$ cat src/rtl/sprite_seq_pkg.sv
// Shared definitions for the sprite frame sequencer.
//   seq_state_t : sequencer states
//   PIX_*       : pix_src encodings presented to the colour mux
//   cw()        : counter/address width for n distinct values (minimum 1)
package sprite_seq_pkg;

  typedef enum logic [2:0] {
    S_BG     = 3'd0,
    S_LOAD   = 3'd1,
    S_DRAW   = 3'd2,
    S_WAIT   = 3'd3,
    S_ERASE  = 3'd4,
    S_UPDATE = 3'd5
  } seq_state_t;

  localparam int unsigned PIX_SRC_W = 2;
  localparam logic [PIX_SRC_W-1:0] PIX_BG    = 2'd0;
  localparam logic [PIX_SRC_W-1:0] PIX_SPR   = 2'd1;
  localparam logic [PIX_SRC_W-1:0] PIX_ERASE = 2'd2;

  function automatic int unsigned cw(input int unsigned n);
    return (n <= 1) ? 1 : $clog2(n);
  endfunction

endpackage

$ cat src/rtl/sprite_frame_sequencer_rect_scanner.sv
// rect_scanner: raster col/row counter shared by the background fill and the
// per-sprite draw/erase passes. Column is the inner loop. The counter wraps
// back to (0,0) after the last pixel so consecutive rectangles chain directly.
// Ports:
//   clk, reset_n : clock, async active-low reset
//   start        : synchronous clear to (0,0)
//   en           : advance one pixel
//   sel_bg       : 1 = background geometry, 0 = sprite geometry
//   col, row     : current offsets
//   done         : current pixel is the last one of the selected rectangle
module rect_scanner #(
  parameter int unsigned BG_W  = 160,
  parameter int unsigned BG_H  = 120,
  parameter int unsigned SPR_W = 4,
  parameter int unsigned SPR_H = 4,
  parameter int unsigned COL_W = 8,
  parameter int unsigned ROW_W = 7
) (
  input  logic             clk,
  input  logic             reset_n,
  input  logic             start,
  input  logic             en,
  input  logic             sel_bg,
  output logic [COL_W-1:0] col,
  output logic [ROW_W-1:0] row,
  output logic             done
);

  logic [COL_W-1:0] col_max;
  logic [ROW_W-1:0] row_max;

  assign col_max = sel_bg ? COL_W'(BG_W - 1) : COL_W'(SPR_W - 1);
  assign row_max = sel_bg ? ROW_W'(BG_H - 1) : ROW_W'(SPR_H - 1);
  assign done    = (col == col_max) && (row == row_max);

  // Raster advance with wrap at the rectangle edge
  always_ff @(posedge clk or negedge reset_n) begin
    if (!reset_n) begin
      col <= '0;
      row <= '0;
    end else if (start) begin
      col <= '0;
      row <= '0;
    end else if (en) begin
      if (col == col_max) begin
        col <= '0;
        row <= (row == row_max) ? '0 : row + ROW_W'(1);
      end else begin
        col <= col + COL_W'(1);
      end
    end
  end

endmodule

$ cat src/rtl/sprite_frame_sequencer.sv
// sprite_frame_sequencer: paints the background once, then loops
// LOAD -> DRAW (all sprites) -> WAIT (FRAME_WAIT ticks) -> ERASE -> UPDATE,
// driving the vga plot port one pixel per clock.
// Optional macro SPRITE_TRANSPARENT_EN: when defined, DRAW pixels plot only
// where pix_opaque is high; timing is unchanged.
// Ports:
//   clk, reset_n           : clock, async active-low reset
//   frame_tick             : one-cycle pulse per video frame
//   spr_x/spr_y/spr_style  : packed per-sprite position and style
//   pix_opaque             : sprite ROM opacity (macro builds only)
//   plot, vga_x, vga_y     : plotter write enable and coordinates
//   pix_src                : colour source (background / sprite / erase)
//   spr_idx, cur_style     : current sprite and its latched style
//   spr_col, spr_row       : sprite ROM address offsets
//   upd_strobe             : request game logic to advance positions
//   busy_bg                : background fill in progress
module sprite_frame_sequencer
  import sprite_seq_pkg::*;
#(
  parameter int unsigned NUM_SPRITES = 2,
  parameter int unsigned SPR_W       = 4,
  parameter int unsigned SPR_H       = 4,
  parameter int unsigned BG_W        = 160,
  parameter int unsigned BG_H        = 120,
  parameter int unsigned X_W         = 8,
  parameter int unsigned Y_W         = 7,
  parameter int unsigned STYLE_W     = 2,
  parameter int unsigned FRAME_WAIT  = 15,
  localparam int unsigned IDX_W      = cw(NUM_SPRITES),
  localparam int unsigned SCOL_W     = cw(SPR_W),
  localparam int unsigned SROW_W     = cw(SPR_H)
) (
  input  logic                           clk,
  input  logic                           reset_n,
  input  logic                           frame_tick,
  input  logic [NUM_SPRITES*X_W-1:0]     spr_x,
  input  logic [NUM_SPRITES*Y_W-1:0]     spr_y,
  input  logic [NUM_SPRITES*STYLE_W-1:0] spr_style,
  input  logic                           pix_opaque,
  output logic                           plot,
  output logic [X_W-1:0]                 vga_x,
  output logic [Y_W-1:0]                 vga_y,
  output logic [PIX_SRC_W-1:0]           pix_src,
  output logic [IDX_W-1:0]               spr_idx,
  output logic [STYLE_W-1:0]             cur_style,
  output logic [SCOL_W-1:0]              spr_col,
  output logic [SROW_W-1:0]              spr_row,
  output logic                           upd_strobe,
  output logic                           busy_bg
);

  localparam int unsigned COL_W  = (cw(BG_W) > SCOL_W) ? cw(BG_W) : SCOL_W;
  localparam int unsigned ROW_W  = (cw(BG_H) > SROW_W) ? cw(BG_H) : SROW_W;
  localparam int unsigned TICK_W = cw(FRAME_WAIT);

  seq_state_t       state_q;
  logic [IDX_W-1:0] idx_q;
  logic [TICK_W-1:0] tick_q;
  logic             bg_go_q;   // holds off the first plot until one clock after reset release
  logic [X_W-1:0]     lx [NUM_SPRITES];
  logic [Y_W-1:0]     ly [NUM_SPRITES];
  logic [STYLE_W-1:0] ls [NUM_SPRITES];

  logic [COL_W-1:0] col;
  logic [ROW_W-1:0] row;
  logic             scan_done;
  logic             scan_en;
  logic             scan_start;
  logic             last_spr;
  logic             in_spr;

  assign in_spr     = (state_q == S_DRAW) || (state_q == S_ERASE);
  assign scan_en    = ((state_q == S_BG) && bg_go_q) || in_spr;
  assign scan_start = (state_q == S_LOAD) || (state_q == S_WAIT);
  assign last_spr   = (idx_q == IDX_W'(NUM_SPRITES - 1));

  rect_scanner #(
    .BG_W (BG_W),
    .BG_H (BG_H),
    .SPR_W(SPR_W),
    .SPR_H(SPR_H),
    .COL_W(COL_W),
    .ROW_W(ROW_W)
  ) u_scan (
    .clk    (clk),
    .reset_n(reset_n),
    .start  (scan_start),
    .en     (scan_en),
    .sel_bg (state_q == S_BG),
    .col    (col),
    .row    (row),
    .done   (scan_done)
  );

  // Sequencer state, sprite index, tick counter and position latches
  always_ff @(posedge clk or negedge reset_n) begin
    if (!reset_n) begin
      state_q <= S_BG;
      idx_q   <= '0;
      tick_q  <= '0;
      bg_go_q <= 1'b0;
      for (int i = 0; i < NUM_SPRITES; i++) begin
        lx[i] <= '0;
        ly[i] <= '0;
        ls[i] <= '0;
      end
    end else begin
      bg_go_q <= 1'b1;
      case (state_q)
        S_BG: begin
          if (bg_go_q && scan_done) state_q <= S_LOAD;
        end
        S_LOAD: begin
          for (int i = 0; i < NUM_SPRITES; i++) begin
            lx[i] <= spr_x[i*X_W +: X_W];
            ly[i] <= spr_y[i*Y_W +: Y_W];
            ls[i] <= spr_style[i*STYLE_W +: STYLE_W];
          end
          idx_q   <= '0;
          state_q <= S_DRAW;
        end
        S_DRAW: begin
          if (scan_done) begin
            if (last_spr) begin
              idx_q   <= '0;
              tick_q  <= '0;
              state_q <= S_WAIT;
            end else begin
              idx_q <= idx_q + IDX_W'(1);
            end
          end
        end
        S_WAIT: begin
          if (frame_tick) begin
            if (tick_q == TICK_W'(FRAME_WAIT - 1)) state_q <= S_ERASE;
            else                                    tick_q  <= tick_q + TICK_W'(1);
          end
        end
        S_ERASE: begin
          if (scan_done) begin
            if (last_spr) begin
              idx_q   <= '0;
              state_q <= S_UPDATE;
            end else begin
              idx_q <= idx_q + IDX_W'(1);
            end
          end
        end
        S_UPDATE: state_q <= S_LOAD;
        default:  state_q <= S_BG;
      endcase
    end
  end

`ifdef SPRITE_TRANSPARENT_EN
  logic draw_plot;
  assign draw_plot = pix_opaque;
`else
  logic draw_plot;
  logic unused_pix_opaque;
  assign draw_plot         = 1'b1;
  assign unused_pix_opaque = pix_opaque;
`endif

  assign spr_idx = idx_q;

  // Moore output decode; sprite-only fields read zero outside DRAW/ERASE
  always_comb begin
    plot       = 1'b0;
    vga_x      = '0;
    vga_y      = '0;
    pix_src    = PIX_BG;
    cur_style  = '0;
    spr_col    = '0;
    spr_row    = '0;
    upd_strobe = 1'b0;
    busy_bg    = 1'b0;
    case (state_q)
      S_BG: begin
        busy_bg = 1'b1;
        plot    = bg_go_q;
        vga_x   = X_W'(col);
        vga_y   = Y_W'(row);
      end
      S_DRAW, S_ERASE: begin
        vga_x     = lx[idx_q] + X_W'(col);
        vga_y     = ly[idx_q] + Y_W'(row);
        cur_style = ls[idx_q];
        spr_col   = SCOL_W'(col);
        spr_row   = SROW_W'(row);
        if (state_q == S_DRAW) begin
          pix_src = PIX_SPR;
          plot    = draw_plot;
        end else begin
          pix_src = PIX_ERASE;
          plot    = 1'b1;
        end
      end
      S_UPDATE: upd_strobe = 1'b1;
      default: ;
    endcase
  end

endmodule

$ cat config.mk
export PLATFORM = sky130hd
export DESIGN_NAME = sprite_frame_sequencer
export DESIGN_NICKNAME = d
export VERILOG_FILES = /design/src/rtl/sprite_seq_pkg.sv /design/src/rtl/sprite_frame_sequencer_rect_scanner.sv /design/src/rtl/sprite_frame_sequencer.sv
export SDC_FILE = /design/constraint.sdc
export NUM_CORES = 1
export LEC_CHECK = 0
export ABC_AREA = 1
export CAP_MARGIN = 15
export CORE_UTILIZATION = 41
export DETAILED_ROUTE_END_ITERATION = 7
export GPL_ROUTABILITY_DRIVEN = 0
export PLACE_DENSITY = 0.71
export SETUP_SLACK_MARGIN = 0.4
export SKIP_CTS_REPAIR_TIMING = 1
export SLEW_MARGIN = 20
export SYNTH_ARGS = -nofsm -noshare
export SYNTH_HDL_FRONTEND = slang
export SYNTH_SLANG_ARGS = --single-unit
$ cat constraint.sdc
create_clock -name clk -period 7.3 [get_ports clk]
set_input_delay 1.095 -clock clk [delete_from_list [all_inputs] [get_ports clk]]
set_output_delay 1.095 -clock clk [all_outputs]
set_load 0.02 [all_outputs]
==> results of run 1 <==
cell usage in the layout (no fill, tap or decap), drive strengths merged:
cell           Yosys  layout
mux2              32      32
xnor2              3       3
nand4              8       8
dfrtp             58      58
nor2              42      42
or2                2       2
nand3             35      35
o211ai             1       1
nor3b              2       2
buf               11       3
conb               1       1
nor3               2       2
a31oi              1       1
o22ai              2       2
nand2            138     138
inv               54      54
xor2               4       4
o21bai             1       1
a21boi             1       1
a21o               2       2
a21oi             24      24
nand3b             1       1
clkdlybuf4s50      0      62
ha                25      25
clkinv             0       3
o21ai             27      27
fa                 2       2
clkbuf             1      11
clkinvlp           0       2
flip-flops by register name, summed over array words and instances (netlist names):
register / flops
lx: 16
ly: 14
u_scan.col: 8
u_scan.row: 7
ls: 4
tick_q: 4
state_q: 3
bg_go_q: 1
spr_idx: 1
layer usage:
layer  wire length [µm]  up-vias  part of all wire [%]  track usage (%)
li1                   -     1696                     -                -
met5                  0        -                     0                0
met4                127        0                   1.4             6.11
met3                404       11                   4.5             4.08
met1               4150     1627                    46             25.5
met2               4360       89                    48             33.4
synthesized netlist by cell type, drive strengths merged:
library cell  count
conb              1
o211ai            1
or2               2
nor3              2
a21oi            24
fa                2
nand3b            1
a31oi             1
nand3            35
o21ai            27
dfrtp            58
inv              54
nand4             8
o22ai             2
nand2           138
mux2             32
o21bai            1
buf              11
nor3b             2
nor2             42
ha               25
a21boi            1
clkbuf            1
xnor2             3
a21o              2
xor2              4
final cells by class:
class	count	area share (%)
clock buffers	11	2.98
flip-flops and latches	58	30.6
repair buffers	65	13.5
inverters	54	4.27
multi-input cells	356	45.1
clock inverters	5	0.633
well taps	111	2.93
path summary, 6_finish.rpt:
path | from | depth (start not counted) | slack, ns | end
setup / recovery | spr_idx | 11 | 2.25 | vga_x[5]
hold reg to reg | ls[0] | 1 | 0.49 | ls[0]
max in group asynchronous | reset_n | 2 | 5.88 | u_scan.col[1]
min in group asynchronous | reset_n | 2 | 0.90 | lx[5]
hold / removal | ls[0] | 1 | 0.49 | ls[0]
setup reg to reg | state_q[0] | 12 | 4.81 | tick_q[0]
power by group:
group / internal [W] / switching (W) / total [W] / leakage (nW)
Sequential: 0.000345 / 0.0000294 / 0.000374 / 0.719
Combinational: 0.000115 / 0.000136 / 0.000251 / 1.51
Clock: 0.000131 / 0.000131 / 0.000261 / 0.0851
Total: 0.000591 / 0.000296 / 0.000887 / 2.31
critical path, delay by kind of cell (launching register included):
family / cells / cell delay [ns]
buf+inv: 3 / 1.24
flops: 1 / 0.81
simple gates: 4 / 0.69
compound gates: 3 / 0.58
fa+ha+maj: 1 / 0.29
cells by family (layout without fill, tap and decap cells):
logic type      after synthesis  in the layout  share of synthesized area [%]
buf+inv                      66            135                           7.48
xor+xnor                      7              7                           1.58
other cells                   1              1                         0.0967
fa+ha+maj                    27             27                           9.09
compound gates               59             59                           8.13
simple gates                230            230                           26.9
mux                          32             32                           9.29
flops                        58             58                           37.4
through the flow:
step | area [µm²] | power (W) | cells | hold WS, ns | utilization [%]
floorplan | 3880 | 0.000539 | 480 | 0.465 | -
CTS | 4740 | 0.000893 | 660 | 0.497 | 51.6
finish | 4740 | 0.000887 | 660 | 0.494 | 51.6
global route | 4740 | 0.000949 | 660 | 0.507 | 51.6
global placement | 4570 | 0.000623 | 644 | 0.477 | 49.7
detailed placement | 4570 | 0.000631 | 644 | 0.482 | 49.7
==> results.md, run 1 <==
* Status: completed
* Pwr Density at 187 mW/mm²
* Num CTS Buffers at 9
* Setup violations, final at 0
* Fin crit period at 5.05 ns
* Hold WC Path Type: flip-flop to flip-flop
* Area Overhead vs Synth at 22.3%
* CP endpoint kind: output port
* Setup Total Neg Slack at 0 ns
* Area of the multi-input gates at 0.00214 mm²
* Longest Clk Path Bufs at 2
* Worst-Skew Late Latency at 0.33 ns
* Clk slew on worst S/H paths at 0.06 ns
* Slew margin rel. at 48.5%
* Number of fill cells at 874
* Syn Nets at 545
* DR DRC count at 0
* Gate Count Post-Synth at 480
* Max-cap violations at 0
* Area contributors post-synth: dfrtp_1 (37%), nand2_1 (13%), ha_1 (8.1%), mux2_2 (7.3%), inv_1 (4.8%)
* Cell Area, Synth at 0.00388 mm²
* Syn_area_per_cell at roughly 8 µm²
* CP cell instances: inv_1, or2_2, o21ai_0, inv_1, ha_1, nand3_1, nand3_1, a21oi_1, nor2_1, o21ai_0, clkdlybuf4s50_1
* Critical Path AT at slightly below 4 ns
* Critical path type: flip-flop to output port
* Rows at 35
* Ys Warns at 0
* CTS tree: built
* Vias in the first global route at approximately 3400
* Reg area at 0.00145 mm²
* Drt total wl at ~9 mm
* CP max-delay cell: dfrtp_1
* Synth top area share at 37.4%
* Port buffer count at 63
* Routed Antenna Nets at 0
* Slowest stage delay, CP at 0.81 ns
* Total grt overflow at 0
* Core area at slightly above 0.009 mm²
* Layout cell share with drive strength beyond 1 at 12.2%
* Netlist cell types at 40
* Startpoint type of the worst setup path: flip-flop
* Post-synth top area cell: dfrtp_1
* Worst Skew at 0.00692 ns
* Pre-CTS WS at 2.63 ns
* DRT iter0 DRCs at 113
* Vias per cell at a little over 5
* Crit-path max FO at 20
* Fin worst setup slack at around 2.3 ns
* Initial core utilization at 42.2%
* Clk sink count at 58
* Clk root buf: clkbuf_8
* Final Hold Fails at 0
* Initial antenna violation count at 0
* H-tree depth at 3
* IR drop worst, VDD at 131 µV
* Req. time, crit path at 6.20 ns
* Chip width at 99.3 µm
* Die area at 0.00986 mm²
* RSZ-0062 raised after global routing: no
* #FFs+latches synth at 58
* Post-synthesis sequential area ratio at 37.4%
* DR pass1 iterations at 4
* First-pass GRT wire length at 15.4 mm
* Max-slew violations at 0
* Fmax at 198 MHz
* Post-route clock period utilization at between 60% and 70%
* NumNets Final at 609
* Total GRT Usage at 19.8%
* Die Y at ~99 µm
* # diodes at 0
* Largest net degree at the start of global routing at 59
* Vias at about 3400
* DP HPWL at 6.73 mm
* Top-Level Pins at 65
* Pleak at 2.31 nW
* Worst slew pin tran at approximately 0.77 ns
* Detailed-route wire length per cell at 13.7 µm
No activity file was read; power rests on OpenSTA's default activity.
==> run 2: changes to the inputs <==
clock period = 5.05 ns   (was 7.3 ns; I/O delays follow)
==> results.md, run 2 (synthesis gave the netlist of run 1 again) <==
* Clk sink count at 58
* Area Overhead vs Synth at 23.5%
* Die Y at 99.3 µm
* Setup violations, final at 0
* Hold WC Path Type: flip-flop to flip-flop
* H-tree depth at 3
* Final Hold Fails at 0
* Uppermost layer routed: met4
* Fmax at ~260 MHz
* Setup crit start: spr_idx
* WL met1 at 4.31 mm
* Port buffer count at 63
* Chip width at 99.3 µm
* DRT iter0 DRCs at 159
* DR pass1 iterations at 4
* Vias per cell at between 5 and 6
* Met2 WL at 4.47 mm
* Longest Clk Path Bufs at 2
* Drt total wl at 9.34 mm
* # diodes at 0
* Status: completed
* IR drop worst, VDD at 153 µV
* DP HPWL at approximately 6.9 mm
* Commonest non-fill, non-tap cell in the layout: nand2_1
* Top-Level Pins at 65
* Startpoint type of the worst setup path: flip-flop
* Hold_sp: ls[0]
* Vias at 3391
* Total grt overflow at 0
* Core area at 0.00920 mm²
* Layout cell share with drive strength beyond 1 at 12.5%
* Power Total at 0.00138 W
* Hold Path Sink: ls[0]
* Max-cap violations at 0
* Pwr Density at 287 mW/mm²
* Reg2reg end: lx[15]
* Placed cells at 646
* Fin crit period at 3.88 ns
* FF-to-FF Start: state_q[2]
* Worst slew pin tran at ~0.8 ns
* Worst Skew at between 0.006 and 0.007 ns
* Clk root buf: clkbuf_8
* Routed Antenna Nets at 0
* Num CTS Buffers at 9
* CP endpoint kind: output port
* DR DRC count at 0
* Total GRT Usage at 19.9%
* NumNets Final at roughly 600
* Initial antenna violation count at 0
* RSZ-0062 raised after global routing: no
* CTS tree: built
* Vias in the first global route at 3235
* Hold Path Cell Cnt at 1
* Die area at a little under 0.01 mm²
* Pleak at 2.34 nW
* Max-slew violations at 0
* Final core utilization at between 50% and 60%
* Slew margin rel. at 45.1%
* Top library cells by usage in the layout, fill and taps aside: nand2_1 (131), clkdlybuf4s50_1 (62), dfrtp_1 (58)
* Post-route clock period utilization at 76.9%
* Final instance area at 0.00479 mm²
* Worst-Skew Late Latency at between 0.3 and 0.4 ns
* FF-to-FF path depth at 6
* Req. time, crit path at 4.29 ns
* Crit-path max FO at 13
* Rows at 35
* Detailed-route wire length per cell at 14.1 µm
* Largest net degree at the start of global routing at 59
* Regs by FF count: lx (16), ly (14), u_scan.col (8)
* Placed inst area at ~0.0046 mm²
* Top reg by flops: lx
* Critical path type: flip-flop to output port
* Post-Layout Cell Count at 661
* Critical Path AT at between 3 and 4 ns
* First-pass GRT wire length at 15.4 mm
* Initial core utilization at a little over two fifths
* Max reg flops at 16
* Clk slew on worst S/H paths at 0.06 ns
* Met3 Routed Length at 502 µm
* Setup Total Neg Slack at 0 ns
* Reg2Reg Setup Slack at ~2.6 ns
-- run 2: cell count changes in the layout (fill, tap and decap cells not counted) --
cell,previous run,this run
bufinv_16,0,2
clkinvlp_4,2,1
buf_4,2,4
clkbuf_1,1,0
clkbuf_8,10,9
-- run 2: worst max path at each step --
stage	endpoint	slack, ns	depth (start not counted)
finish	vga_x[4]	1.17	12
global route	vga_x[4]	0.97	12
detailed placement	vga_x[4]	1.51	12
floorplan	vga_y[6]	1.62	16
global placement	vga_x[4]	1.60	12
CTS	vga_x[4]	1.15	12
-- run 2: per-stage QoR --
step                worst slack (ns)  hold slack (ns)
floorplan                       1.62            0.462
global placement                1.60            0.478
detailed placement              1.51            0.486
CTS                             1.15            0.500
global route                   0.973            0.520
finish                          1.17            0.494
-- run 2: critical path, cell delays in order (launching register included) --
cell and delay, ns:
dfrtp_1 0.39, inv_1 0.21, buf_4 0.25, nand2_1 0.07, nand2_1 0.08, ha_1 0.18
inv_1 0.06, fa_1 0.40, inv_1 0.09, a31oi_1 0.09, xor2_1 0.15, o21ai_0 0.18
clkdlybuf4s50_1 0.64
-- run 2: layout make-up --
cell class	instances	area, µm²
fill	859	4400
clock buffer	9	124
sequential	58	1450
tap	111	139
multi-input combinational	356	2140
timing repair buffer	67	656
inverter	54	203
clock inverter	6	82.6
-- run 2: power by group --
group / total (W) / switching, W / internal, W
combinational: 0.000372 / 0.000205 / 0.000168
clock: 0.000461 / 0.000188 / 0.000272
sequential: 0.000543 / 0.0000440 / 0.000499
total: 0.00138 / 0.000437 / 0.000939
-- run 2: per-layer routing --
metal	vias to the layer above	global-route usage, %
met1	1594	26.3
met5	-	0
met2	91	33.4
met3	7	4.85
li1	1699	-
met4	0	3.51
==> run 3: changes to the inputs <==
PLACE_DENSITY = 0.74   (was 0.71)
clock period = 3.3 ns   (was 5.05 ns; I/O delays follow)
==> results.md, run 3 (synthesis gave the netlist of run 1 again) <==
* Slowest stage delay, CP at ~0.44 ns
* Clk root buf: clkbuf_8
* Worst path buffer plus inverter count at 4
* Worst Skew at 0.0151 ns
* Top reg by flops: lx
* Largest net degree at the start of global routing at 39
* Total grt overflow at 0
* DP HPWL at 7.21 mm
* Detailed-route wire length per cell at 14.8 µm
* Max-cap violations at 0
* Critical path type: flip-flop to output port
* Longest Clk Path Bufs at 2
* Reg2reg end: u_scan.row[4]
* Worst-Skew Late Latency at 0.34 ns
* # diodes at 0
* Worst slew pin tran at 0.804 ns
* Vias in the first global route at 3415
* Fmax at 346 MHz
* CTS tree: built
* WL met1 at between 4 and 5 mm
* Placed cells at 650
* Top-Level Pins at 65
* NumNets Final at 620
* Die Y at 99.3 µm
* Uppermost layer routed: met4
* Crit path depth at 14
* DRT iter0 DRCs at about 320
* Core area at 0.00920 mm²
* Pwr Density at 458 mW/mm²
* Vias per cell at 5.30
* Most common cell on crit path: nand2_1
* Commonest non-fill, non-tap cell in the layout: nand2_1
* RSZ-0062 raised after global routing: yes
* Critical Path AT at about 2.4 ns
* Reg2Reg Setup Slack at 0.86 ns
* Regs by FF count: lx (16), ly (14), u_scan.col (8)
* FF-to-FF Start: state_q[0]
* Area Overhead vs Synth at 28.1%
* Post-Layout Cell Count at 671
* Initial antenna violation count at 0
* Chip width at 99.3 µm
* Post-route clock period utilization at 87.5%
* Routed Antenna Nets at 0
* DR pass1 iterations at 5
* CP max-delay cell: dfrtp_2
* H-tree depth at 3
* Clk sink count at 58
* FF-to-FF path depth at 14
* DR DRC count at 0
* Total GRT Usage at 20.8%
* Hold WC Path Type: primary input to asynchronous set/reset pin
* Startpoint type of the worst setup path: flip-flop
* CP cell instances: inv_4, nand2_1, nand2_1, ha_2, inv_1, fa_2, inv_1, nand3_1, nand2_1, a21oi_1, nand2_1, nand2_1, o21ai_2, clkbuf_2
* Setup violations, final at 0
* Final Hold Fails at 0
* Port buffer count at 63
* Num CTS Buffers at 9
* Crit-path max FO at 10
* First-pass GRT wire length at 16.2 mm
* Pleak at 2.50 nW
* Status: completed
* Req. time, crit path at approximately 2.8 ns
* Initial core utilization at 42.2%
* Slew margin rel. at between 40% and 50%
* Setup Total Neg Slack at 0 ns
* Fin crit period at 2.89 ns
* Drt total wl at 9.94 mm
* Layout cell share with drive strength beyond 1 at 19.3%
* Vias at 3556
* Top library cells by usage in the layout, fill and taps aside: nand2_1 (130), dfrtp_1 (57), inv_1 (49)
* Crit-path leading delay family: adder cells
* Max reg flops at 16
* CP endpoint kind: output port
* IR drop worst, VDD at approximately 340 µV
* Rows at 35
* Clk slew on worst S/H paths at 0.08 ns
* Max-slew violations at 0
* Die area at 0.00986 mm²
* Met3 Routed Length at 561 µm
* Met2 WL at 4.77 mm
run 3: routing by layer:
layer | vias up | global-route usage (%)
li1 | 1721 | -
met1 | 1683 | 27.0
met2 | 129 | 34.8
met3 | 23 | 3.72
met4 | 0 | 7.81
met5 | - | 0
run 3: stage by stage:
stage	instance area [µm²]	hold slack, ns	power [W]	util [%]	setup WS (ns)
detailed placement	4620	0.483	0.00142	50.3	0.205
global placement	4620	0.477	0.00140	50.3	0.258
CTS	4870	0.250	0.00225	53.0	-0.162
global route	4970	0.288	0.00241	54.0	0.237
floorplan	3890	0.199	0.00120	-	0.486
finish	4970	0.235	0.00228	54.0	0.412
run 3: worst max-delay path by stage:
stage               endpoint     from
floorplan           vga_y[6]  spr_idx
global placement    vga_y[6]  spr_idx
detailed placement  vga_y[6]  spr_idx
CTS                 vga_y[6]  spr_idx
global route        vga_y[5]  spr_idx
finish              vga_y[6]  spr_idx
run 3: final cells by class:
cell class	instances	area [µm²]
Timing Repair Buffer	76	706
Clock buffer	9	124
Sequential cell	58	1450
Clock inverter	7	125
Tap cell	111	139
Inverter	54	205
Fill cell	814	4230
Multi-Input combinational cell	356	2220
run 3: where the power goes:
part           internal, W  switching (W)  total [W]
registers         0.000763      0.0000729   0.000836
logic             0.000273       0.000345   0.000618
clock network     0.000508       0.000315   0.000823
total              0.00154       0.000734    0.00228
